[config.mk]
export PLATFORM = sky130hd
export DESIGN_NAME = alu_arbiter_flat
export DESIGN_NICKNAME = d
export VERILOG_FILES = /design/src/rtl/alu_arbiter_if.sv /design/src/rtl/alu_arbiter.sv /design/src/flat_wrapper.sv
export SDC_FILE = /design/constraint.sdc
export NUM_CORES = 1
export LEC_CHECK = 0
export CAP_MARGIN = 40
export CORE_AREA = 4 4 105 107
export DETAILED_ROUTE_END_ITERATION = 8
export DIE_AREA = 0 0 109 111
export GPL_ROUTABILITY_DRIVEN = 0
export GPL_TIMING_DRIVEN = 0
export PLACE_DENSITY_LB_ADDON = 0.15
export SKIP_CTS_REPAIR_TIMING = 1
export SYNTH_ARGS = -nofsm -noshare
export SYNTH_HDL_FRONTEND = slang
export SYNTH_SLANG_ARGS = --single-unit
[constraint.sdc]
create_clock -name clk -period 2.02 [get_ports clk]
set_input_delay 0.202 -clock clk [delete_from_list [all_inputs] [get_ports clk]]
set_output_delay 0.202 -clock clk [all_outputs]
set_load 0.01 [all_outputs]
[src/rtl/alu_arbiter_if.sv]
// alu_arbiter_if
//   Bundles every signal between the two ALU requesters, the shared
//   combinational ALU, the response consumer and the arbiter.
//   Ports (slave = arbiter side):
//     req0_valid/req1_valid  in   requester i has an operation pending
//     req0_ready/req1_ready  out  requester i is granted this cycle
//     req*_op, req*_src1/2   in   opcode and operands of requester i
//     alu_op, alu_src1/2     out  drive the shared ALU
//     alu_res, alu_zero      in   combinational ALU result / zero flag
//     rsp_valid/rsp_ready    out/in  response handshake
//     rsp_id, rsp_res, rsp_zero  out  held response and its requester
//   The master modport is the environment view (requesters, ALU, consumer).

`ifndef CPU_WIDTH
`define CPU_WIDTH 32
`endif
`ifndef ALU_OP_WIDTH
`define ALU_OP_WIDTH 4
`endif

interface alu_arbiter_if #(
  parameter int DW  = `CPU_WIDTH,
  parameter int OPW = `ALU_OP_WIDTH
);
  logic           req0_valid;
  logic           req0_ready;
  logic [OPW-1:0] req0_op;
  logic [DW-1:0]  req0_src1;
  logic [DW-1:0]  req0_src2;

  logic           req1_valid;
  logic           req1_ready;
  logic [OPW-1:0] req1_op;
  logic [DW-1:0]  req1_src1;
  logic [DW-1:0]  req1_src2;

  logic [OPW-1:0] alu_op;
  logic [DW-1:0]  alu_src1;
  logic [DW-1:0]  alu_src2;
  logic [DW-1:0]  alu_res;
  logic           alu_zero;

  logic           rsp_valid;
  logic           rsp_ready;
  logic           rsp_id;
  logic [DW-1:0]  rsp_res;
  logic           rsp_zero;

  modport slave (
    input  req0_valid, req0_op, req0_src1, req0_src2,
    input  req1_valid, req1_op, req1_src1, req1_src2,
    input  alu_res, alu_zero, rsp_ready,
    output req0_ready, req1_ready,
    output alu_op, alu_src1, alu_src2,
    output rsp_valid, rsp_id, rsp_res, rsp_zero
  );

  modport master (
    output req0_valid, req0_op, req0_src1, req0_src2,
    output req1_valid, req1_op, req1_src1, req1_src2,
    output alu_res, alu_zero, rsp_ready,
    input  req0_ready, req1_ready,
    input  alu_op, alu_src1, alu_src2,
    input  rsp_valid, rsp_id, rsp_res, rsp_zero
  );
endinterface

[src/rtl/alu_arbiter.sv]
// alu_arbiter
//   Round-robin arbiter time-sharing one combinational ALU between two
//   requesters. The granted requester's op/operands are steered to the
//   ALU in the same cycle; the ALU result and zero flag are captured in a
//   one-entry response register tagged with the requester id.
//   Ports:
//     clk    in  rising-edge clock
//     rst_n  in  asynchronous active-low reset
//     bus    alu_arbiter_if.slave  requester, ALU and response signals

`ifndef CPU_WIDTH
`define CPU_WIDTH 32
`endif
`ifndef ALU_OP_WIDTH
`define ALU_OP_WIDTH 4
`endif

module alu_arbiter #(
  parameter int DW  = `CPU_WIDTH,
  parameter int OPW = `ALU_OP_WIDTH
) (
  input logic          clk,
  input logic          rst_n,
  alu_arbiter_if.slave bus
);

  logic          rsp_valid_q;
  logic          rsp_id_q;
  logic [DW-1:0] rsp_res_q;
  logic          rsp_zero_q;
  logic          last_grant;

  logic slot_free;
  logic gnt0;
  logic gnt1;

  // The slot can take a new result when empty or being drained this cycle.
  assign slot_free = !rsp_valid_q || bus.rsp_ready;

  // Under contention the requester that did not win last time is granted.
  assign gnt0 = slot_free && bus.req0_valid && (!bus.req1_valid || last_grant);
  assign gnt1 = slot_free && bus.req1_valid && (!bus.req0_valid || !last_grant);

  assign bus.req0_ready = gnt0;
  assign bus.req1_ready = gnt1;

  // Steer the granted requester onto the shared ALU; idle drives zeros.
  always_comb begin
    bus.alu_op   = '0;
    bus.alu_src1 = '0;
    bus.alu_src2 = '0;
    if (gnt0) begin
      bus.alu_op   = bus.req0_op;
      bus.alu_src1 = bus.req0_src1;
      bus.alu_src2 = bus.req0_src2;
    end else if (gnt1) begin
      bus.alu_op   = bus.req1_op;
      bus.alu_src1 = bus.req1_src1;
      bus.alu_src2 = bus.req1_src2;
    end
  end

  // A grant overwrites the slot even while it is being drained, giving
  // back-to-back throughput; a drain without a grant just clears valid.
  always_ff @(posedge clk or negedge rst_n) begin
    if (!rst_n) begin
      rsp_valid_q <= 1'b0;
      rsp_id_q    <= 1'b0;
      rsp_res_q   <= '0;
      rsp_zero_q  <= 1'b0;
      last_grant  <= 1'b1;
    end else if (gnt0 || gnt1) begin
      rsp_valid_q <= 1'b1;
      rsp_id_q    <= gnt1;
      rsp_res_q   <= bus.alu_res;
      rsp_zero_q  <= bus.alu_zero;
      last_grant  <= gnt1;
    end else if (bus.rsp_ready) begin
      rsp_valid_q <= 1'b0;
    end
  end

  assign bus.rsp_valid = rsp_valid_q;
  assign bus.rsp_id    = rsp_id_q;
  assign bus.rsp_res   = rsp_res_q;
  assign bus.rsp_zero  = rsp_zero_q;

endmodule

[src/flat_wrapper.sv]
// flat-port wrapper written by rule: the top's interface ports become plain ports
module alu_arbiter_flat 
#(
  parameter int DW  = `CPU_WIDTH,
  parameter int OPW = `ALU_OP_WIDTH
)
  (clk, rst_n, bus_req0_valid, bus_req0_op, bus_req0_src1, bus_req0_src2, bus_req1_valid, bus_req1_op, bus_req1_src1, bus_req1_src2, bus_alu_res, bus_alu_zero, bus_rsp_ready, bus_req0_ready, bus_req1_ready, bus_alu_op, bus_alu_src1, bus_alu_src2, bus_rsp_valid, bus_rsp_id, bus_rsp_res, bus_rsp_zero);
  alu_arbiter_if #(.DW(DW), .OPW(OPW)) bus_i ();
  input logic clk;
  input logic rst_n;
  input wire logic [$bits(bus_i.req0_valid)-1:0] bus_req0_valid;
  input wire logic [$bits(bus_i.req0_op)-1:0] bus_req0_op;
  input wire logic [$bits(bus_i.req0_src1)-1:0] bus_req0_src1;
  input wire logic [$bits(bus_i.req0_src2)-1:0] bus_req0_src2;
  input wire logic [$bits(bus_i.req1_valid)-1:0] bus_req1_valid;
  input wire logic [$bits(bus_i.req1_op)-1:0] bus_req1_op;
  input wire logic [$bits(bus_i.req1_src1)-1:0] bus_req1_src1;
  input wire logic [$bits(bus_i.req1_src2)-1:0] bus_req1_src2;
  input wire logic [$bits(bus_i.alu_res)-1:0] bus_alu_res;
  input wire logic [$bits(bus_i.alu_zero)-1:0] bus_alu_zero;
  input wire logic [$bits(bus_i.rsp_ready)-1:0] bus_rsp_ready;
  output wire logic [$bits(bus_i.req0_ready)-1:0] bus_req0_ready;
  output wire logic [$bits(bus_i.req1_ready)-1:0] bus_req1_ready;
  output wire logic [$bits(bus_i.alu_op)-1:0] bus_alu_op;
  output wire logic [$bits(bus_i.alu_src1)-1:0] bus_alu_src1;
  output wire logic [$bits(bus_i.alu_src2)-1:0] bus_alu_src2;
  output wire logic [$bits(bus_i.rsp_valid)-1:0] bus_rsp_valid;
  output wire logic [$bits(bus_i.rsp_id)-1:0] bus_rsp_id;
  output wire logic [$bits(bus_i.rsp_res)-1:0] bus_rsp_res;
  output wire logic [$bits(bus_i.rsp_zero)-1:0] bus_rsp_zero;
  assign bus_i.req0_valid = bus_req0_valid;
  assign bus_i.req0_op = bus_req0_op;
  assign bus_i.req0_src1 = bus_req0_src1;
  assign bus_i.req0_src2 = bus_req0_src2;
  assign bus_i.req1_valid = bus_req1_valid;
  assign bus_i.req1_op = bus_req1_op;
  assign bus_i.req1_src1 = bus_req1_src1;
  assign bus_i.req1_src2 = bus_req1_src2;
  assign bus_i.alu_res = bus_alu_res;
  assign bus_i.alu_zero = bus_alu_zero;
  assign bus_i.rsp_ready = bus_rsp_ready;
  assign bus_req0_ready = bus_i.req0_ready;
  assign bus_req1_ready = bus_i.req1_ready;
  assign bus_alu_op = bus_i.alu_op;
  assign bus_alu_src1 = bus_i.alu_src1;
  assign bus_alu_src2 = bus_i.alu_src2;
  assign bus_rsp_valid = bus_i.rsp_valid;
  assign bus_rsp_id = bus_i.rsp_id;
  assign bus_rsp_res = bus_i.rsp_res;
  assign bus_rsp_zero = bus_i.rsp_zero;
  alu_arbiter #(.DW(DW), .OPW(OPW)) u_core (.clk(clk), .rst_n(rst_n), .bus(bus_i));
endmodule
# Yosys cells after proc, flatten, opt, wreduce, memory -nomap -nowiden
# Index checks and enable logic that the tools add are counted.
# op_classes
muxes,8
n_reduce_logical,13
# ops
operator,count
$mux W32,4
$mux W4,2
$logic_and A1 B1 Y1,4
$logic_not A1 Y1,4
$logic_or A1 B1 Y1,4
$mux W1,2
$reduce_bool A2 Y1,1
# word_totals
ff_bits,36
input_bits,174
elab_cells,26

# Logic depth before layout (Yosys ltp)
# logic_depth
depth_word,6
ltp_mapped,6
mapped_depth_nobuf,3

# Worst setup path before layout
# OpenSTA, ideal clock, no wires.
# synth_path
path_type,flip-flop to output port
startpoint,"register u_core.rsp_valid_q, in the netlist u_core.bus.rsp_valid"
endpoint,output bus_alu_src1[22]
t_arrival_ns,1.385
slack_ns,0.433
stages_incl_launch_ff,5
n_path_buf,1
path_cell_list,dfrtp_1 -> nor2b_2 -> nor3_4 -> clkbuf_1 -> a22o_1
# synth_between
elab_chain_len,6
word_cells_on_any_way,8
# synth_lines
element,line,text
from (decl),alu_arbiter.sv:27,logic rsp_valid_q;
from (signal assigned),alu_arbiter.sv:67,rsp_valid_q <= 1'b0;
from (signal assigned),alu_arbiter.sv:73,rsp_valid_q <= 1'b1;
from (signal assigned),alu_arbiter.sv:79,rsp_valid_q <= 1'b0;
$logic_not A1 Y1,alu_arbiter.sv:38,assign slot_free = !rsp_valid_q || bus.rsp_ready;
$logic_or A1 B1 Y1,alu_arbiter.sv:38,
$logic_and A1 B1 Y1 (2 in a row),alu_arbiter.sv:42,assign gnt1 = slot_free && bus.req1_valid && (!bus.req0_valid || !last_grant);
via bus_req1_ready,flat_wrapper.sv:23,output wire logic [$bits(bus_i.req1_ready)-1:0] bus_req1_ready;
$mux W32,alu_arbiter.sv:56,end else if (gnt1) begin
$mux W32,alu_arbiter.sv:52,if (gnt0) begin
to (decl),flat_wrapper.sv:25,output wire logic [$bits(bus_i.alu_src1)-1:0] bus_alu_src1;
# The timed path passes the listed nets, and every way through them passes these cells.

# Worst setup path in the final report
# layout_path
startpoint,register u_core.last_grant
endpoint,output bus_alu_src1[21]
# layout_between
elab_chain_len,5
word_cells_on_any_way,7
# layout_lines
element,line,text
from (decl),alu_arbiter.sv:31,logic last_grant;
from (signal assigned),alu_arbiter.sv:77,last_grant <= gnt1;
$logic_not A1 Y1,alu_arbiter.sv:42,
$logic_or A1 B1 Y1,alu_arbiter.sv:42,
$logic_and A1 B1 Y1,alu_arbiter.sv:42,
$mux W32,alu_arbiter.sv:56,
$mux W32 (*),alu_arbiter.sv:52,
# Mark *: on every way between the ends. The rest lies on a longest branch, timed or not.

==> metrics.log <==
[metrics] status: finished clean
[metrics] clk root buf: clkbuf_8
[metrics] horizontal die dimension: between 100 and 150 microns
[metrics] minimum setup slack in the final design: about 77 ps
[metrics] Distinct cells, synth: 21
[metrics] timing-limited maximum frequency: between 500 and 600 MHz
[metrics] Inserted Clock Buffers: 5
[metrics] overall die height: roughly 110 microns
[metrics] crit path time final: between 1500 and 2000 ps
[metrics] number of flops mapped to enable cells by yosys: 0
[metrics] Final TNS setup: 0 ps
[metrics] Hold Violations, Final: 0
[metrics] placed insts: roughly 580
[metrics] maximum fanout count along the critical path: 10
[metrics] number of H-tree branching levels: 2
[metrics] antenna violations before repair: 1
[metrics] FF-to-FF setup slack: 460 ps
[metrics] nature of the critical path endpoint: output port
[metrics] headroom to the max-slew limit: between 40% and 50%
[metrics] main combinational cell family by area after synthesis: compound AO/OA/AOI/OAI gates
[metrics] FFs w/ async S/R, synth: 100%
[metrics] Antenna Cells: 0
[metrics] standby leakage power: around 3.0 nW
[metrics] clock latency of the later-clocked register in the worst-skew pair: approximately 290 ps
[metrics] die area: around 0.012 sq mm
[metrics] clock tree from TritonCTS: built
[metrics] mux cell area share after synthesis: 17.9%
[metrics] data arrival time of the critical path: around 1700 ps
[metrics] core area: between 0.01 and 0.015 sq mm
[metrics] global-route wire length before repair: about 16000 microns
[metrics] final cycle utilization of the critical path: 96.2%
[metrics] final-report setup violation count: 0
[metrics] share of final-layout standard cells stronger than drive strength 1: 17.8%
[metrics] summed instance area of the synthesized netlist: approximately 0.0021 sq mm
[metrics] net total in the final layout: about 630
[metrics] slew at the pin with the worst max-slew slack: 803 ps
[metrics] number of maximum-capacitance constraint violations: 0
[metrics] Warnings, synthesis: 0
[metrics] detailed-route via count: between 2000 and 3000
[metrics] post-synthesis average cell area: approximately 12 sq um
[metrics] worst ir drop on vdd: 0.000516 V
[metrics] Design Area, Final: between 0.005 and 0.006 sq mm
[metrics] maximum clock skew at final layout: approximately 6.8 ps
[metrics] placed instance area: ~0.0050 sq mm
[metrics] cell count after synthesis: between 150 and 200
[metrics] number of placement rows: 37
[metrics] Longest Clk Path Bufs: 2
[metrics] hpwl dp: about 9300 microns
[metrics] area share of xor/xnor cells in the synthesized design: 0%
[metrics] internal power consumption: around 1.9 mW
[metrics] max-slew violation count: 0
[metrics] r2r worst-path depth: 4
[metrics] Pre-antenna DRT Iters: 4
[metrics] clock slew at reported path FFs: 70 ps
[metrics] category of the critical setup timing path: reg -> out
[metrics] total net switching power: around 0.78 mW
[metrics] worst r2r dst: u_core.bus.rsp_res[9]
[metrics] worst hold path class: in -> async
[metrics] largest net degree at the start of global routing: 37
[metrics] overall power of the completed layout: about 2.7 mW
[metrics] number of design rule violations left after detail routing: 0
[metrics] portion of total power attributed to sequential cells: around 32%
[metrics] buffers added on ports: 278
[metrics] main flop type after synthesis: dfrtp_1
[metrics] utilization of the core after routing: roughly 52%
[metrics] starting utilization of the core area: 20.5%
[metrics] Critical Path RT: roughly 1800 ps
[metrics] Comb power frac: between 40% and 50%
[metrics] Vias per Instance: 4.39
[metrics] TritonCTS sink count: 36
[metrics] startpoint class of the critical path: flip-flop
[metrics] initial DRC count: between 100 and 150
[metrics] P per Cell Area: ~510 mW/mm^2
[metrics] routed wire length per instance: between 15 and 20 microns
[metrics] ANT nets after route: 0
[metrics] net count after synthesis: between 300 and 400
[metrics] total congestion overflow after global routing: 0
[metrics] final standard cell count with taps included and fillers excluded: a little under 600
[metrics] Switching Fraction: 28.7%
[metrics] pre-CTS setup slack: -580 ps
[metrics] Critical R2R Launch: u_core.bus.rsp_valid
[metrics] Routed WL: approximately 11000 microns
[metrics] WHS: 0.446 ps
[metrics] compound-cell area share of the yosys netlist: roughly 31%
[metrics] GR Util All Layers: approximately 17%
[metrics] Clock power frac: a little under a fifth
[metrics] top-level I/O count: around 280
[metrics] synthesis-stage register bit count: 36
[metrics] adder and majority cell fraction of the synthesized area: 0%
[metrics] signed area change from the synthesized netlist to the final layout: 156%
[metrics] basic-gate share of the synthesized area counting and, or, nand and nor cells: about 2.5%
[metrics] Seq/Total Area, Yosys: 43.4%
[metrics] number of global-route vias before repair: between 2000 and 3000
==> area by class of cell <==
class | instances | area (sq um)
timing repair buffer | 282 | 2900
clock inverter | 1 | 8.76
clock buffer | 7 | 76.3
tap | 136 | 170
fill | 903 | 4830
sequential | 36 | 902
multi-input combinational | 114 | 1080
buffer | 18 | 173
inverter | 2 | 7.51
==> power by group through the flow <==
stage	Sequential, mW	Combinational (mW)	Clock, mW
6_report	0.878	1.34	0.501
5_1_grt	0.892	1.42	0.558
4_1_cts	0.878	1.36	0.523
3_5_place_dp	0.891	1.36	0
2_1_floorplan	0.935	0.416	0
3_3_place_gp	0.885	1.35	0
==> layer usage <==
layer | track usage, % | part of all wire [%] | up-vias
met5 | 0 | 0.12 | -
met4 | 1.77 | 0.36 | 2
met3 | 7.63 | 13 | 6
met2 | 29.8 | 51 | 140
met1 | 18.8 | 36 | 1217
li1 | - | - | 1253
==> worst max-delay path: stages (launching register included) <==
cell and delay, ps:
dfstp_2 550, and2_4 160, nor3_4 40, buf_6 120
buf_8 130, buf_8 130, a22o_1 180, buf_2 140
==> placed cells by master, fill, tap and decap left out <==
cell type,Yosys,final
clkdlybuf4s50_1,0,205
a22o_1,68,68
dlymetal6s2s_1,0,59
dfrtp_1,35,35
mux2_2,33,33
buf_4,4,12
clkbuf_2,0,9
buf_6,2,8
clkbuf_8,0,5
buf_2,7,5
buf_8,0,2
a21oi_1,2,2
clkbuf_1,5,2
inv_2,1,1
nand2b_4,0,1
o211a_1,1,1
nor2b_4,0,1
and2_4,0,1
nor3_4,1,1
inv_1,1,1
a21oi_2,1,1
o21ai_0,1,1
nor2_1,1,1
and2_1,2,1
a211oi_1,1,1
nand3_1,1,1
clkinv_4,0,1
dfstp_2,1,1
==> worst max path at each step <==
| stage | cells after the start | slack [ps] | end | startpoint |
|---|---|---|---|---|
| global placement | 7 | -570 | bus_alu_src1[18] | bus_req0_valid |
| floorplan | 4 | 430 | bus_alu_src1[22] | u_core.bus.rsp_valid |
| detailed placement | 7 | -580 | bus_alu_src1[18] | bus_req0_valid |
| CTS | 6 | -640 | bus_alu_src1[18] | u_core.bus.rsp_valid |
| finish | 7 | 80 | bus_alu_src1[21] | u_core.last_grant |
| global route | 7 | -10 | bus_alu_src1[21] | u_core.bus.rsp_valid |
==> cell usage after synthesis (all sizes together), types with 2 or more instances <==
cell	count	area share, %
dfrtp	35	42
mux2	33	18
and2	2	0.60
buf	13	4.2
clkbuf	5	0.90
a22o	68	29
a21oi	3	0.90
inv	2	0.36
==> cells by family (layout without fill, tap and decap cells) <==
family                 Yosys count  after routing
AOI/OAI and AO/OA               74             74
DFF                             36             36
muxes                           33             33
buffers and inverters           20            310
and+or+nand+nor                  7              7
==> sequential cells by signal, summed over array words and instances, names as in the netlist <==
register	cells
u_core.last_grant	1
u_core.bus.rsp_id	1
u_core.bus.rsp_res	32
u_core.bus.rsp_zero	1
u_core.bus.rsp_valid	1
(Power assumes the default switching activity.)
